$ cat config.mk
export PLATFORM = sky130hd
export DESIGN_NAME = instruction_fetch_unit
export DESIGN_NICKNAME = d
export VERILOG_FILES = /design/src/rtl/cpu6502_fetch_pkg.sv /design/src/rtl/instruction_fetch_unit.sv
export SDC_FILE = /design/constraint.sdc
export NUM_CORES = 1
export LEC_CHECK = 0
export CAP_MARGIN = 0
export CORE_UTILIZATION = 40
export CTS_BUF_LIST = sky130_fd_sc_hd__clkbuf_2 sky130_fd_sc_hd__clkbuf_4 sky130_fd_sc_hd__clkbuf_8
export CTS_CLUSTER_SIZE = 16
export DETAILED_ROUTE_END_ITERATION = 10
export PLACE_DENSITY = 0.64
export SYNTH_ARGS = -nofsm -noshare
export SYNTH_HDL_FRONTEND = slang
export SYNTH_SLANG_ARGS = --single-unit
$ cat constraint.sdc
create_clock -name clk -period 4.1 [get_ports clk]
set_clock_uncertainty 0.05 [all_clocks]
set_input_delay 1.025 -clock clk [delete_from_list [all_inputs] [get_ports clk]]
set_output_delay 1.025 -clock clk [all_outputs]
set_load 0.1 [all_outputs]
$ cat src/rtl/cpu6502_fetch_pkg.sv
// Shared fetch-stage types: FSM state encoding, instruction length type and the
// opcode length decoder (also usable by the addressing-mode stage).
`timescale 1ns/1ps
package cpu6502_fetch_pkg;

    typedef logic [1:0] len_t;

    localparam len_t LEN_1 = 2'd1;
    localparam len_t LEN_2 = 2'd2;
    localparam len_t LEN_3 = 2'd3;

    typedef enum logic [3:0] {
        S_START,
        S_OP,
        S_B1,
        S_B2,
        S_B3,
        S_OUT,
        S_VLO,
        S_VHI,
        S_VLD
    } fetch_state_t;

    // Decoded by the low nibble first; illegal columns 3/7/B/F fall to one byte.
    function automatic len_t opcode_length(input logic [7:0] op);
        len_t len;
        len = LEN_1;
        case (op[3:0])
            4'h0: begin
                if (op == 8'h20)
                    len = LEN_3;
                else if ((op == 8'h00) || (op == 8'h40) || (op == 8'h60))
                    len = LEN_1;
                else
                    len = LEN_2;
            end
            4'h1, 4'h4, 4'h5, 4'h6: len = LEN_2;
            4'h2:                   len = (op == 8'hA2) ? LEN_2 : LEN_1;
            4'h9:                   len = op[4] ? LEN_3 : LEN_2;
            4'hC, 4'hD, 4'hE:       len = LEN_3;
            default:                len = LEN_1;
        endcase
        return len;
    endfunction

endpackage

$ cat src/rtl/instruction_fetch_unit.sv
// 6502 instruction fetch: reads opcode plus 0-2 operand bytes and hands a bundle
// downstream over valid/ready. Define RESET_VECTOR_FETCH_EN to load pc from the reset vector.
`timescale 1ns/1ps
module instruction_fetch_unit
    import cpu6502_fetch_pkg::*;
#(
    parameter logic [15:0] RESET_PC    = 16'h0200,
    parameter logic [15:0] VECTOR_ADDR = 16'hFFFC
) (
    input  logic        clk,
    input  logic        rst_n,
    output logic [15:0] mem_addr,
    output logic        mem_rd_en,
    input  logic [7:0]  mem_rdata,
    input  logic        redirect_valid,
    input  logic [15:0] redirect_pc,
    output logic        instr_valid,
    input  logic        instr_ready,
    output logic [15:0] instr_pc,
    output logic [7:0]  opcode,
    output logic [7:0]  operand1,
    output logic [7:0]  operand2,
    output logic [1:0]  instr_length
);

    fetch_state_t state_reg, state_next;
    logic [15:0]  pc_reg, pc_next;
    logic [15:0]  instr_pc_reg, instr_pc_next;
    logic [7:0]   opcode_reg, opcode_next;
    logic [7:0]   operand1_reg, operand1_next;
    logic [7:0]   operand2_reg, operand2_next;
    len_t         len_reg, len_next;
    logic [7:0]   vec_lo_reg, vec_lo_next;
    logic [15:0]  mem_addr_reg;

    logic [15:0]  pc_plus1;
    logic [15:0]  pc_plus2;
    logic [15:0]  pc_advance;
    len_t         rdata_len;

    assign pc_plus1   = pc_reg + 16'd1;
    assign pc_plus2   = pc_reg + 16'd2;
    assign pc_advance = pc_reg + {14'd0, len_reg};
    assign rdata_len  = opcode_length(mem_rdata);

    always_ff @(posedge clk or negedge rst_n) begin
        if (!rst_n) begin
            state_reg    <= S_START;
            pc_reg       <= RESET_PC;
            instr_pc_reg <= 16'd0;
            opcode_reg   <= 8'd0;
            operand1_reg <= 8'd0;
            operand2_reg <= 8'd0;
            len_reg      <= 2'd0;
            vec_lo_reg   <= 8'd0;
            mem_addr_reg <= 16'd0;
        end else begin
            state_reg    <= state_next;
            pc_reg       <= pc_next;
            instr_pc_reg <= instr_pc_next;
            opcode_reg   <= opcode_next;
            operand1_reg <= operand1_next;
            operand2_reg <= operand2_next;
            len_reg      <= len_next;
            vec_lo_reg   <= vec_lo_next;
            mem_addr_reg <= mem_addr;
        end
    end

    always_comb begin
        state_next    = state_reg;
        pc_next       = pc_reg;
        instr_pc_next = instr_pc_reg;
        opcode_next   = opcode_reg;
        operand1_next = operand1_reg;
        operand2_next = operand2_reg;
        len_next      = len_reg;
        vec_lo_next   = vec_lo_reg;
        mem_rd_en     = 1'b0;
        mem_addr      = mem_addr_reg;

        case (state_reg)
            S_START: begin
`ifdef RESET_VECTOR_FETCH_EN
                state_next = S_VLO;
`else
                state_next = S_OP;
`endif
            end
            // Vector states are unreachable unless the vector fetch is compiled in.
            S_VLO: begin
                mem_rd_en  = 1'b1;
                mem_addr   = VECTOR_ADDR;
                state_next = S_VHI;
            end
            S_VHI: begin
                mem_rd_en   = 1'b1;
                mem_addr    = VECTOR_ADDR + 16'd1;
                vec_lo_next = mem_rdata;
                state_next  = S_VLD;
            end
            S_VLD: begin
                pc_next    = {mem_rdata, vec_lo_reg};
                state_next = S_OP;
            end
            S_OP: begin
                mem_rd_en  = 1'b1;
                mem_addr   = pc_reg;
                state_next = S_B1;
            end
            S_B1: begin
                instr_pc_next = pc_reg;
                opcode_next   = mem_rdata;
                len_next      = rdata_len;
                operand1_next = 8'd0;
                operand2_next = 8'd0;
                if (rdata_len == LEN_1) begin
                    state_next = S_OUT;
                end else begin
                    mem_rd_en  = 1'b1;
                    mem_addr   = pc_plus1;
                    state_next = S_B2;
                end
            end
            S_B2: begin
                operand1_next = mem_rdata;
                if (len_reg == LEN_3) begin
                    mem_rd_en  = 1'b1;
                    mem_addr   = pc_plus2;
                    state_next = S_B3;
                end else begin
                    state_next = S_OUT;
                end
            end
            S_B3: begin
                operand2_next = mem_rdata;
                state_next    = S_OUT;
            end
            S_OUT: begin
                if (instr_ready) begin
                    pc_next    = pc_advance;
                    state_next = S_OP;
                end
            end
            default: state_next = S_START;
        endcase

        // A redirect abandons whatever is in flight; the bundle registers keep their old
        // contents so nothing half-fetched leaks onto the outputs.
        if (redirect_valid) begin
            pc_next       = redirect_pc;
            state_next    = S_OP;
            instr_pc_next = instr_pc_reg;
            opcode_next   = opcode_reg;
            operand1_next = operand1_reg;
            operand2_next = operand2_reg;
            len_next      = len_reg;
            vec_lo_next   = vec_lo_reg;
        end
    end

    assign instr_valid  = (state_reg == S_OUT);
    assign instr_pc     = instr_pc_reg;
    assign opcode       = opcode_reg;
    assign operand1     = operand1_reg;
    assign operand2     = operand2_reg;
    assign instr_length = len_reg;

endmodule

==> impl_metrics.csv, run 1 <==
group,metric,value,unit
hold_path,worstHoldEndpoint,"operand1[4]$_DFFE_PN0P_",
status,status,"complete, no violations",
worst_setup_path,crit_fanout,6,
timing,rsz0062_at_grt,"false",
worst_setup_path,end_kind,"primary output",
clock_tree,cts_sinks,86,
drt,drc,0,
grt,grt_use_total,0.250,
drt,firstDrtPassIters,5,
run,maxCapViolCount,0,
place,dp_worst_setup_slack,-0.360,ns
yosys,avgSynthCellArea,8.76,sq um
yosys,synth_top_family_by_area,"compound AO/OA/AOI/OAI gates",
yosys,synth_edf_count,0,
timing,final-hold-violation-count,0,
drt,wl_per_cell,17.9,um
worst_setup_path,reg2reg_slack,1.60,ns
cells_and_area,final_cell_mix,"89 x nand2_1, 84 x dfrtp_1, 64 x o21ai_0",
grt,antenna_found_initial,0,
yosys,synthFlopType,"dfrtp_1",
worst_setup_path,r2r_cells,6,
yosys,netlist_instances,570,
yosys,synth_mux_area_frac,0.0764,
drt,drt_iter0_drc,289,
yosys,ys_ff_latch,86,
timing,min_period,3.99,ns
cells_and_area,nets,703,
worst_setup_path,slowest_stage,"dlygate4sd2_1",
clock_tree,cts.htree.levels,3,
floorplan,io_pins,88,
drt,wirelength,15.1,mm
hold_path,min_path_type,"reg -> reg",
floorplan,die-area,0.0129,sq mm
yosys,syn_nets,603,
cells_and_area,final_common_cell,"nand2_1",
grt,grt_pass1_vias,4626,
clock_tree,cts_tree,"yes",
timing,max_freq,250,MHz
grt,grt_pass1_wl,24.8,mm
clock_tree,clk_root_buffer_cell,"clkbuf_8",
yosys,async_flop_share,1.00,
place,dpl.hpwl,11.2,mm
drt,vias,4660,
floorplan,die_height,114,um
grt,overflow,0,
worst_setup_path,path_class,"in -> out",
timing,slew_headroom,0.222,
worst_setup_path,r2r_end,"pc_reg[13]$_DFFE_PN0P_",
worst_setup_path,crit_path_cell_trace,"dlygate4sd2_1, a221oi_2, buf_4, o211ai_4, buf_6, o211a_1, o31ai_4, nor2_1, nor2_4, buf_12",
worst_setup_path,critPathMaxStageDelay,0.28,ns
clock_tree,cts_buffer_depth,2,
worst_setup_path,worstPathRequired,3.02,ns
yosys,synth_xor_area_frac,0.0140,
yosys,synth_compound_area_frac,0.211,
clock_tree,postCtsHoldBufs,0,
clock_tree,cts_buffers,9,
timing,finalSetupTns,0,ns
worst_setup_path,start_kind,"input pin",
floorplan,die_w,114,um
yosys,synth_warnings,0,
cells_and_area,diodes,0,
clock_tree,clk_latency,0.39,ns
hold_path,worstHoldStart,"operand1[4]$_DFFE_PN0P_",
cells_and_area,final_cells,842,
timing,setup_slack,0.107,ns
place,place.gp.congestion,0.882,
clock_tree,clk_pin_slew,0.09,ns
cells_and_area,area_delta_synth_final,32.6,%
timing,period_share,0.974,
hold_path,min_path_cells,2,
floorplan,coreArea,0.0121,sq mm
grt,grt_max_degree,52,
yosys,synthDistinctLibCells,67,
timing,slew_violations,0,
floorplan,initial_core_util,0.412,
worst_setup_path,arrival,2.92,ns
drt,antenna_left,0,
yosys,synth_area,0.00499,sq mm
drt,viasPerCell,5.53,
yosys,synth_seq_area_share,0.431,
worst_setup_path,r2r_start,"state_reg[0]$_DFFE_PN0P_",
floorplan,rows,40,
timing,setup_violations,0,
place,io_buffers,87,
yosys,synth_simple_gate_area_frac,0.196,
cells_and_area,drive_gt1_frac,0.224,
place,placed_cells,822,
timing,worstMarginPinSlew,1.16,ns
yosys,synth-adder-area-share,0.0140,
-- what timing repair did --
item,4_1_cts,5_1_grt
pin swaps,7,9
buffers inserted,4,1
gates resized for setup,20,19
endpoints found under the setup margin,17,14
endpoints found under the hold margin,0,0
-- layout make-up --
class | instances | area [sq um]
Clock buffer | 9 | 124
Clock inverter | 6 | 68.8
Fill cell | 1142 | 5490
Inverter | 13 | 48.8
Multi-Input combinational cell | 426 | 2660
Sequential cell | 86 | 2150
Tap cell | 168 | 210
Timing Repair Buffer | 134 | 1360
-- cells by family (layout without fill, tap and decap cells) --
group / Yosys count / after routing
muxes: 34 / 34
DFF: 86 / 86
AOI/OAI and AO/OA: 168 / 168
adders and majority gates: 5 / 5
buffers and inverters: 58 / 162
xor gates and xnor gates: 8 / 8
and+or+nand+nor: 211 / 211
-- synthesized netlist by cell type (5+ instances only) --
library cell | instances | share of area
mux2_2 | 33 | 0.074
clkbuf_1 | 17 | 0.013
buf_2 | 15 | 0.015
nand2_1 | 89 | 0.067
nor2b_1 | 6 | 0.0075
a31oi_1 | 10 | 0.013
inv_1 | 13 | 0.0098
a211oi_1 | 9 | 0.014
o21ai_0 | 67 | 0.067
o211ai_1 | 5 | 0.0075
o22ai_1 | 6 | 0.0075
buf_4 | 9 | 0.014
dfrtp_1 | 85 | 0.43
nor3_1 | 23 | 0.023
nor2_1 | 52 | 0.039
and3_1 | 7 | 0.0088
a21oi_1 | 35 | 0.035
nand3_1 | 9 | 0.0090
-- worst max-delay path: cells and delay by family --
family / cells / cell delay, ns
AND/OR/NAND/NOR: 2 / 0.25
buffers and inverters: 4 / 0.80
AO/OA/AOI/OAI: 4 / 0.83
-- stage by stage --
stage	utilization	hold slack [ns]	area, sq um
3_5_place_dp	0.525	0.425	6360
6_report	0.547	0.442	6620
5_1_grt	0.547	0.488	6620
3_3_place_gp	0.525	0.415	6360
2_1_floorplan	-	0.430	5030
4_1_cts	0.547	0.446	6630
-- routing by layer --
metal  GRT usage  vias to the layer above  part of all wire
met2       0.388                      161              0.46
met4      0.0982                        0             0.024
met3      0.0441                       24             0.055
li1            -                     2221                 -
met1       0.348                     2254              0.46
met5           0                        -                 0
-- how the worst max path moves through the flow --
stage / depth (start not counted) / from / end
3_5_place_dp: 10 / mem_rdata[0] / mem_addr[3]
5_1_grt: 8 / pc_reg[8]$_DFFE_PN0P_ / mem_addr[12]
6_report: 10 / mem_rdata[3] / mem_addr[3]
2_1_floorplan: 8 / mem_rdata[4] / mem_addr[9]
4_1_cts: 10 / mem_rdata[6] / mem_addr[3]
3_3_place_gp: 10 / mem_rdata[6] / mem_addr[13]
Power of run 1 is left out: the tool's default activity adds up to more than one toggle a clock period on the data nets, which glitch-free logic cannot reach.
==> run 2, diff against run 1 <==
- CTS_CLUSTER_SIZE: 16 -> default
==> results of run 2 <==
The final DEF is identical to that of run 1; final timing and power are the same.
Power of run 2 is left out for the same reason.
